===== src/rtl/uart_rx_ctrl.sv =====
// UART receive controller: 16x oversampled start/data/stop sequencing with a
// valid/ready byte output and framing-error / overrun pulses.
module uart_rx_ctrl #(
    parameter int unsigned CLK_DIV   = 27,
    parameter int unsigned DATA_BITS = 8
) (
    input  logic                 clk,
    input  logic                 rst,
    input  logic                 rx,
    output logic [DATA_BITS-1:0] data,
    output logic                 valid,
    input  logic                 ready,
    output logic                 frame_err,
    output logic                 overrun,
    output logic                 busy
);

    localparam int unsigned      PreW    = (CLK_DIV > 1) ? $clog2(CLK_DIV) : 1;
    localparam logic [PreW-1:0]  PreMax  = PreW'(CLK_DIV - 1);
    localparam logic [3:0]       LastBit = 4'(DATA_BITS - 1);

    typedef enum logic [2:0] {
        StIdle,
        StStart,
        StData,
        StStop,
        StWaitHigh
    } state_t;

    state_t                 state;
    logic                   rx_m;
    logic                   rx_s;
    logic [PreW-1:0]        pre_cnt;
    logic                   os_tick;
    logic [3:0]             tick_cnt;
    logic [3:0]             bit_cnt;
    logic [DATA_BITS-1:0]   shreg;

    always_ff @(posedge clk or posedge rst) begin
        if (rst) begin
            rx_m <= 1'b1;
            rx_s <= 1'b1;
        end else begin
            rx_m <= rx;
            rx_s <= rx_m;
        end
    end

    always_ff @(posedge clk or posedge rst) begin
        if (rst) begin
            pre_cnt <= '0;
        end else if (os_tick) begin
            pre_cnt <= '0;
        end else begin
            pre_cnt <= pre_cnt + 1'b1;
        end
    end

    assign os_tick = (pre_cnt == PreMax);

    always_ff @(posedge clk or posedge rst) begin
        if (rst) begin
            state     <= StIdle;
            tick_cnt  <= '0;
            bit_cnt   <= '0;
            shreg     <= '0;
            data      <= '0;
            valid     <= 1'b0;
            frame_err <= 1'b0;
            overrun   <= 1'b0;
            busy      <= 1'b0;
        end else begin
            frame_err <= 1'b0;
            overrun   <= 1'b0;
            if (valid && ready) begin
                valid <= 1'b0;
            end
            if (os_tick) begin
                case (state)
                    StIdle: begin
                        if (!rx_s) begin
                            state    <= StStart;
                            tick_cnt <= '0;
                            busy     <= 1'b1;
                        end
                    end
                    StStart: begin
                        if (tick_cnt == 4'd7) begin
                            if (!rx_s) begin
                                state    <= StData;
                                tick_cnt <= '0;
                                bit_cnt  <= '0;
                            end else begin
                                // Start bit gone by mid-bit: treat as a glitch.
                                state <= StIdle;
                                busy  <= 1'b0;
                            end
                        end else begin
                            tick_cnt <= tick_cnt + 4'd1;
                        end
                    end
                    StData: begin
                        if (tick_cnt == 4'd15) begin
                            shreg    <= {rx_s, shreg[DATA_BITS-1:1]};
                            bit_cnt  <= bit_cnt + 4'd1;
                            tick_cnt <= '0;
                            if (bit_cnt == LastBit) begin
                                state <= StStop;
                            end
                        end else begin
                            tick_cnt <= tick_cnt + 4'd1;
                        end
                    end
                    StStop: begin
                        if (tick_cnt == 4'd15) begin
                            tick_cnt <= '0;
                            if (rx_s) begin
                                state <= StIdle;
                                busy  <= 1'b0;
                                // A same-cycle accept frees the holding register.
                                if (!valid || ready) begin
                                    data  <= shreg;
                                    valid <= 1'b1;
                                end else begin
                                    overrun <= 1'b1;
                                end
                            end else begin
                                frame_err <= 1'b1;
                                state     <= StWaitHigh;
                            end
                        end else begin
                            tick_cnt <= tick_cnt + 4'd1;
                        end
                    end
                    StWaitHigh: begin
                        if (rx_s) begin
                            state <= StIdle;
                            busy  <= 1'b0;
                        end
                    end
                    default: begin
                        state <= StIdle;
                        busy  <= 1'b0;
                    end
                endcase
            end
        end
    end

endmodule


===== config.mk =====
export PLATFORM = sky130hd
export DESIGN_NAME = uart_rx_ctrl
export DESIGN_NICKNAME = d
export VERILOG_FILES = /design/src/rtl/uart_rx_ctrl.sv
export SDC_FILE = /design/constraint.sdc
export NUM_CORES = 1
export LEC_CHECK = 0
export CORE_ASPECT_RATIO = 1.5
export CORE_MARGIN = 1
export CORE_UTILIZATION = 51
export CTS_BUF_LIST = sky130_fd_sc_hd__clkbuf_4 sky130_fd_sc_hd__clkbuf_8 sky130_fd_sc_hd__clkbuf_16
export DETAILED_ROUTE_END_ITERATION = 12
export GPL_TIMING_DRIVEN = 0
export PLACE_DENSITY = 0.75
export SLEW_MARGIN = 20
export SYNTH_ARGS = -nofsm -noshare
export SYNTH_HDL_FRONTEND = slang
export SYNTH_SLANG_ARGS = --single-unit

===== constraint.sdc =====
create_clock -name clk -period 1.9 [get_ports clk]
set_input_delay 0.38 -clock clk [delete_from_list [all_inputs] [get_ports clk]]
set_output_delay 0.38 -clock clk [all_outputs]
set_load 0.02 [all_outputs]

=== Yosys cells after proc, flatten, opt, wreduce, memory -nomap -nowiden ===
Cells that the tools add are included.

* Flip-flop bits (word level): 38
* Output and inout bits: 12
* Word-level logic and storage cells: 82

* Add/sub/neg operators: 3
* Equality and inequality tests: 15
* Muxes and demuxes: 38
* Bitwise logic cells: 1
* Reduce and logical (&&, ||, !) cells: 13

{| class="wikitable"
|+ Operators with widths
! cell !! count
|-
| $mux W4 || 6
|-
| $mux W3 || 7
|-
| $mux W1 || 19
|-
| $pmux W3 S5 || 1
|-
| $reduce_and A5 Y1 || 3
|-
| $ne A2 B2 Y1 const B || 7
|-
| $pmux W4 S3 || 1
|-
| $add A4 B1 Y4 const B || 2
|-
| $eq A4 B3 Y1 const B || 2
|-
| $pmux W4 S2 || 1
|-
| $reduce_and A7 Y1 || 1
|-
| $eq A3 B2 Y1 const B || 2
|-
| $add A5 B1 Y5 const B || 1
|-
| $eq A5 B5 Y1 const B || 1
|-
| $mux W5 || 1
|-
| $pmux W1 S5 || 1
|-
| $eq A4 B4 Y1 const B || 1
|-
| $eq A3 B1 Y1 const B || 1
|-
| $eq A3 B3 Y1 const B || 1
|-
| $logic_not A3 Y1 || 1
|-
| $reduce_and A3 Y1 || 1
|-
| $reduce_bool A3 Y1 || 1
|-
| $mux W2 || 1
|-
| $reduce_and A2 Y1 || 1
|-
| other kinds (6) || 6
|}

=== Depth between registers and ports, before layout ===
Gate-level depths: netlist of the first run.

* Word-level depth: 7
* Mapped depth: 8

=== Least setup slack after synthesis of the first run ===
No wires, ideal clock.

* Path kind: register to register
* From: reg state[1]
* To: reg bit_cnt[3]
* Setup time: 92 ps
* Data arrival time: 1,801 ps
* Data required time: 1,808 ps
* Path slack: 7 ps
* Cell stages (with the launch flop): 6
* Buffers on the path: 1
* Cells stage by stage: dfrtp_1 > buf_6 > or4b_1 > a2111o_1 > or2_1 > o31ai_2

* Longest elaborated chain between the ends: 3
* Elaborated cells on any way between the ends: 8
* Classes of those cells: eq/ne (5); mux (1); reduce/logical (2)

{| class="wikitable"
|+ RTL lines
! element !! line !! RTL
|-
| start, declared || 30 || <nowiki>state_t state;</nowiki>
|-
| start signal, assigned || 63 || <nowiki>state <= StIdle;</nowiki>
|-
| start signal, assigned || 82 || <nowiki>state <= StStart;</nowiki>
|-
| start signal, assigned || 90 || <nowiki>state <= StData;</nowiki>
|-
| $eq A3 B1 Y1 / $eq A3 B2 Y1 (equally long branches) || 79 || <nowiki>case (state)</nowiki>
|-
| $ne A2 B2 Y1 (no source line) / $reduce_bool A2 Y1 (equally long branches) || - ||
|-
| $reduce_and A5 Y1 (no source line) || - ||
|-
| end signal, assigned || 105 || <nowiki>bit_cnt <= bit_cnt + 4'd1;</nowiki>
|-
| end, declared || 36 || <nowiki>logic [3:0] bit_cnt;</nowiki>
|}

Parallel ways exist; a longest one is shown, timed or not.
A chain may end at the register's enable or synchronous reset.

=== Worst setup path after layout of the first run ===
* From: reg tick_cnt[3]
* To: reg bit_cnt[3]

* Longest elaborated chain between the ends: 3
* Elaborated cells on any way between the ends: 5
* Classes of those cells: eq/ne (4); reduce/logical (1)

{| class="wikitable"
|+ RTL lines
! element !! line !! RTL
|-
| start, declared || 35 || <nowiki>logic [3:0] tick_cnt;</nowiki>
|-
| start signal, assigned || 99 || <nowiki>tick_cnt <= tick_cnt + 4'd1;</nowiki>
|-
| start signal, assigned || 111 || <nowiki>tick_cnt <= tick_cnt + 4'd1;</nowiki>
|-
| start signal, assigned || 132 || <nowiki>tick_cnt <= tick_cnt + 4'd1;</nowiki>
|-
| $eq A4 B4 Y1 / $eq A4 B3 Y1 (equally long branches) || 103, 88 ||
|-
| $ne A2 B2 Y1 (no source line) || - ||
|-
| $reduce_and A5 Y1 (no source line) * || - ||
|}

Mark *: on every way between the ends. The rest lies on a longest branch, timed or not.

==> results of run 1 <==
-- worst reg2reg max path: cells and delay by family, from the launching register on --
family	cells	cell delay (ns)
DFF	1	0.48
AOI/OAI and AO/OA	2	0.61
and+or+nand+nor	2	0.76
-- final cells by class --
| type | count | area (um^2) |
|---|---|---|
| clock inverters | 2 | 37.54 |
| plain buffers | 6 | 22.52 |
| inverters | 7 | 26.28 |
| well taps | 42 | 52.55 |
| fillers | 286 | 1206 |
| clock buffers | 6 | 76.32 |
| flip-flops and latches | 38 | 954.7 |
| multi-input cells | 108 | 793.3 |
| repair buffers | 23 | 214.0 |
-- flip-flops by register name (all words and copies together), names as in the netlist, 3 cells and up --
register  cells
state         3
data          8
tick_cnt      4
pre_cnt       5
shreg         8
bit_cnt       4
-- placed cells by master (no fill, tap or decap), drive strengths merged, types with 2 or more instances in the layout --
master,netlist,layout
dfrtp,36,36
mux2,17,17
clkdlybuf4s50,0,15
o21ai,13,13
clkbuf,7,12
nand3,9,9
nor2,8,8
a21oi,8,8
buf,2,8
nand2,7,7
inv,7,7
nand2b,5,5
nor4,4,4
ha,4,4
nor3,3,3
nand4b,2,2
and3,2,2
xnor2,2,2
nand3b,2,2
dfstp,2,2
o31ai,2,2
or4b,2,2
-- report_power, final --
part	total [uW]	internal (uW)	switching (uW)	leakage (uW)
Combinational	45.3	14.1	31.2	0.000394
Clock	692	406	287	0.0000548
Sequential	817	813	3.53	0.000500
-- kinds of logic after synthesis --
family | share of synthesized area [%]
adder cells (fa/ha/maj) | 2.780
multiplexers | 10.63
flip-flops | 52.95
AND/OR/NAND/NOR | 16.75
buffers and inverters | 3.822
AO/OA/AOI/OAI | 11.61
XOR/XNOR | 1.460
-- worst max-delay path by stage --
stage                start         end  cells after the start
3_5_place_dp    pre_cnt[0]     data[7]                      6
6_report       tick_cnt[3]  bit_cnt[3]                      4
2_1_floorplan     state[1]  bit_cnt[3]                      5
3_3_place_gp    pre_cnt[0]     data[7]                      6
5_1_grt        tick_cnt[3]  bit_cnt[3]                      4
4_1_cts           state[1]  bit_cnt[3]                      5
-- through the flow --
stage | instance area, um^2 | utilization (%) | setup TNS [ns] | setup slack (ns) | power [uW]
floorplan | 1800 | - | 0 | 0.007025 | 859.5
global placement | 2003 | 59.21 | -6.085 | -0.3399 | 873.5
detailed placement | 2003 | 59.21 | -5.297 | -0.3776 | 876.3
CTS | 2158 | 63.79 | -0.1742 | -0.1136 | 1564
global route | 2177 | 64.35 | -0.06478 | -0.06431 | 1598
finish | 2177 | 64.35 | -0.04649 | -0.04649 | 1555
-- timing repair --
action / 4_1_cts / 5_1_grt
setup endpoints to repair: 20 / 20
hold endpoints to repair: 0 / 0
pin swaps: 4 / 4
gates resized for setup: 2 / 6
hold buffers: 0 / 0
setup buffers: 6 / 2
-- routing by layer --
| layer | global-route usage, % | vias to the layer above |
|---|---|---|
| met1 | 24.07 | 698 |
| met2 | 42.22 | 43 |
| met4 | 16.05 | 0 |
| li1 | - | 640 |
| met3 | 5.051 | 13 |
| met5 | 0 | - |
==> flow_summary.json, run 1 <==
{
  "status": "finished, violations left",
  "violations": "setup timing",
  "min_path_cells": 0,
  "drtPass1Iterations": 4,
  "grt_max_degree": 39,
  "fp.coreArea_um2": 3383,
  "holdCritPathClass": "flip-flop to flip-flop",
  "finalCriticalPeriod_ns": 1.946,
  "yosys_warnings": 0,
  "synth_cells": 162,
  "skew_ns": 0.005811,
  "hold_end": "rx_s",
  "p_per_area_nw_per_um2": 714.0,
  "finalSetupViolCount": 1,
  "htree_levels": 2,
  "ys_async_sr_fraction_pct": 100.0,
  "layout-drive-gt1-share_pct": 24.21,
  "drt_wl_total_um": 3826,
  "hpwl_um": 2564,
  "grt_pass1_wl_um": 6458,
  "reg2reg_depth": 4,
  "num_rows": 26,
  "num_vias": 1394,
  "fin_cells": 232,
  "die_h_um": 74.77,
  "r2r_start": "tick_cnt[3]",
  "route.met3.wl_um": 148,
  "met1Wirelength_um": 1469,
  "top_layer": "met4",
  "rsz0062_at_grt": "yes",
  "synth_area_leaders": "dfrtp_1 (50%), mux2_2 (11%), dfstp_2 (2.9%)",
  "ys.flop_type": "dfrtp_1",
  "synth.distinct_cells": 44,
  "finalHoldViolCount": 0,
  "gp_congestion": 0.8501,
  "syn_to_final_growth_pct": 20.92,
  "worst_slack_ns": -0.04649,
  "slowest_delay_ns": 0.50,
  "synth_nets": 170,
  "path_class": "flip-flop to flip-flop",
  "routedWlPerCell_um": 16.49,
  "ioPinCount": 16,
  "drc": 0,
  "synth.avg_cell_area_um2": 11.11,
  "syn-cell-area_um2": 1800,
  "grt_overflow": 0,
  "first_iter_violations": 42,
  "synth_top_area_cell": "dfrtp_1",
  "rrSetupSlack_ns": -0.05,
  "die-area_um2": 3777,
  "io_buffers": 15,
  "grt_pass1_vias": 1486,
  "cp-end-kind": "flip-flop",
  "p_leak_uw": 0.0009491,
  "drv_slew": 0,
  "track_usage_pct": 23.43,
  "ys_top_cells_by_count": "dfrtp_1 (36), mux2_2 (17), o21ai_0 (10), nand3_1 (9)",
  "fmax_ghz": 0.5137,
  "min_from": "rx_m",
  "cts_tree": "yes",
  "vdd_ir_drop_max_mv": 0.4915,
  "path_cells": "or4b_4 -> a2111o_1 -> or2_1 -> o31ai_2",
  "slew_headroom_pct": 49.51,
  "antenna_found_initial": 0,
  "crit_slowest_cell": "or4b_4",
  "diodes": 0,
  "worstPathRequired_ns": 2.10,
  "max-cap-violations": 0,
  "clockBufferDepth": 2,
  "worst_pin_slew_ns": 0.7562,
  "ys_ff_latch": 38,
  "cp_top_family": "simple AND/OR/NAND/NOR gates",
  "initial_utilization_pct": 53.22,
  "timing.rr.end": "bit_cnt[3]",
  "met2_length_um": 2106,
  "die_x_um": 50.52,
  "fin_nets": 197,
  "numCtsBuffers": 5,
  "avgViaCountPerCell": 6.009,
  "cts.sink_count": 38,
  "cp_max_fo": 10,
  "worstSkewPairLatency_ns": 0.29,
  "fin_crit_sh_pct": 102.4,
  "clk_pin_slew_ns": 0.08,
  "yosys.area.top_type_share_pct": 50.03,
  "holdWs_ns": 0.3736,
  "synth_edf_count": 0,
  "clock-root-buffer": "clkbuf_8",
  "synth_most_common_cell": "dfrtp_1",
  "ant_nets": 0,
  "placed_cells": 219,
  "crit_arrival_ns": 2.15,
  "ys_seq_area_share_pct": 52.95,
  "worst-path-buf-inv": 0,
  "critPathLaunchType": "flip-flop"
}
Power figures use the tool's default switching activity.
==> run 2: changes to the inputs <==
--- a/config.mk
+++ b/config.mk
@@ -7,11 +7,12 @@
 export LEC_CHECK = 0
 export CORE_ASPECT_RATIO = 1.5
 export CORE_MARGIN = 1
-export CORE_UTILIZATION = 51
+export CORE_UTILIZATION = 54
 export CTS_BUF_LIST = sky130_fd_sc_hd__clkbuf_4 sky130_fd_sc_hd__clkbuf_8 sky130_fd_sc_hd__clkbuf_16
 export DETAILED_ROUTE_END_ITERATION = 12
+export DONT_BUFFER_PORTS = 1
 export GPL_TIMING_DRIVEN = 0
-export PLACE_DENSITY = 0.75
+export PLACE_DENSITY = 0.72
 export SLEW_MARGIN = 20
 export SYNTH_ARGS = -nofsm -noshare
 export SYNTH_HDL_FRONTEND = slang
==> run 2 against run 1 <==
Compared with the run above: the run still ends with setup timing left; fmax rose by 1.5%; combinational power down 18%; cell area fell by 5.1%; clock skew down 0.0019 ns; sequential cell count stayed put.
==> flow_summary.json, run 2 (synthesized netlist as in run 1, its figures left out) <==
{
  "status": "finished, violations left",
  "violations": "setup timing",
  "cp-end-kind": "flip-flop",
  "fin_nets": 189,
  "finalSetupViolCount": 1,
  "grt_max_degree": 39,
  "drt_wl_total_um": 3579,
  "die_h_um": 72.72,
  "worstSkewPairLatency_ns": 0.29,
  "finalHoldViolCount": 0,
  "holdCritPathClass": "input port to flip-flop",
  "ant_nets": 0,
  "max-cap-violations": 0,
  "hpwl_um": 2250,
  "grt_overflow": 0,
  "crit_arrival_ns": 2.12,
  "grt_pass1_vias": 1344,
  "io_buffers": 0,
  "vdd_ir_drop_max_mv": 0.6085,
  "drc": 0,
  "path_class": "flip-flop to flip-flop",
  "finalCriticalPeriod_ns": 1.919,
  "fp.coreArea_um2": 3159,
  "top_regs": "data (8), shreg (8), pre_cnt (5)",
  "fin_util_pct": 65.43,
  "worst_pin_slew_ns": 0.7747,
  "final_cell_mix": "dfrtp_1 (35), mux2_2 (17), buf_4 (12), o21ai_0 (10), nand3_1 (9)",
  "num_rows": 25,
  "drtPass1Iterations": 5,
  "hold_buffers": 0,
  "reg2reg_depth": 4,
  "clk_pin_slew_ns": 0.08,
  "fin_cells": 222,
  "htree_levels": 2,
  "first_iter_violations": 69,
  "rsz0062_at_grt": "yes",
  "cts.sink_count": 38,
  "slowest_delay_ns": 0.48,
  "die_x_um": 49.15,
  "cp.depth": 4,
  "skew_ns": 0.003873,
  "grt_pass1_wl_um": 5927,
  "crit_slowest_cell": "or4b_1",
  "gp_congestion": 0.9089,
  "layout_commonest_cell": "dfrtp_1",
  "cts_tree": "yes",
  "diodes": 0,
  "clock-root-buffer": "clkbuf_8",
  "cp_top_family": "simple AND/OR/NAND/NOR gates",
  "p_per_area_nw_per_um2": 682.0,
  "layout-drive-gt1-share_pct": 29.67,
  "num_vias": 1350,
  "worst_slack_ns": -0.01853,
  "antenna_found_initial": 0,
  "routedWlPerCell_um": 16.12,
  "postLayoutCellArea_um2": 2067,
  "slew_headroom_pct": 48.28,
  "startpoint": "tick_cnt[3]",
  "drv_slew": 0,
  "min_from": "rx",
  "critPathLaunchType": "flip-flop",
  "syn_to_final_growth_pct": 14.80,
  "numCtsBuffers": 5,
  "fmax_ghz": 0.5212,
  "initial_utilization_pct": 56.99,
  "fill_cells": 245,
  "postPlaceCellArea_um2": 1851,
  "placed_cells": 202,
  "worstPathRequired_ns": 2.10,
  "min_path_cells": 0,
  "worst-path-buf-inv": 0,
  "ioPinCount": 16,
  "die-area_um2": 3574,
  "cp_max_fo": 7,
  "p_leak_uw": 0.0009278,
  "r2r_start": "tick_cnt[3]",
  "fin_crit_sh_pct": 101.0,
  "track_usage_pct": 21.77,
  "avgViaCountPerCell": 6.081,
  "path_cells": "or4b_1 -> a2111o_1 -> or2_1 -> o31ai_2",
  "clockBufferDepth": 2
}
==> run 2: area by class of cell <==
| cell class | instances | area, um^2 | area share (%) |
|---|---|---|---|
| Sequential cell | 38 | 954.7 | 46.19 |
| Clock buffer | 6 | 76.32 | 3.692 |
| Inverter | 7 | 26.28 | 1.271 |
| Clock inverter | 2 | 13.76 | 0.6659 |
| Multi-Input combinational cell | 108 | 799.5 | 38.68 |
| Timing Repair Buffer | 15 | 123.9 | 5.993 |
| Buffer | 6 | 22.52 | 1.090 |
| Tap cell | 40 | 50.05 | 2.421 |
==> run 2: path summary, 6_finish.rpt <==
path	to	slack, ns
worst max-delay path	bit_cnt[3]	-0.02
worst min-delay path	rx_m	0.08
worst max register to register	bit_cnt[3]	-0.02
worst min register to register	rx_s	0.36
max in group asynchronous	tick_cnt[3]	1.25
min in group asynchronous	valid	0.11
==> run 2: routing by layer <==
metal	vias to the layer above	part of all wire, %	GRT usage [%]	wire (um)
met3	9	4.5	4.583	161
met4	0	2.1	10.78	76
li1	624	-	-	-
met1	670	40	25.03	1436
met2	47	53	38.05	1904
met5	-	0	0	0
==> run 2: what timing repair did <==
action,in CTS,in global routing
resized for setup,1,10
buffers inserted,11,4
pin swaps,3,5
setup endpoints to repair,21,24
endpoints found under the hold margin,0,0
cloned,0,0
==> run 2: where the power goes <==
group	switching (uW)	total [uW]	leakage (uW)	internal (uW)
Clock	283	556	0.0000486	273
Sequential	2.94	816	0.000500	813
Combinational	29.4	37.3	0.000379	7.86
Total	316	1410	0.000928	1090
==> run 2: per-stage QoR <==
stage | hold WS, ns | setup TNS (ns) | worst slack, ns | power (uW)
4_1_cts | 0.07799 | -0.1336 | -0.06531 | 1423
2_1_floorplan | 0.3452 | 0 | 0.007025 | 859.5
3_5_place_dp | 0.3515 | -5.620 | -0.4031 | 869.2
3_3_place_gp | 0.3471 | -4.865 | -0.3632 | 868.0
6_report | 0.08427 | -0.01853 | -0.01853 | 1410
5_1_grt | 0.06961 | -0.4982 | -0.07695 | 1457
==> run 3: changes to the inputs <==
--- a/config.mk
+++ b/config.mk
@@ -13,7 +13,7 @@
 export DONT_BUFFER_PORTS = 1
 export GPL_TIMING_DRIVEN = 0
 export PLACE_DENSITY = 0.72
-export SLEW_MARGIN = 20
+export SLEW_MARGIN = 15
 export SYNTH_ARGS = -nofsm -noshare
 export SYNTH_HDL_FRONTEND = slang
 export SYNTH_SLANG_ARGS = --single-unit
==> results of run 3 <==
No change in the layout: final DEF, timing and power equal those of run 2.
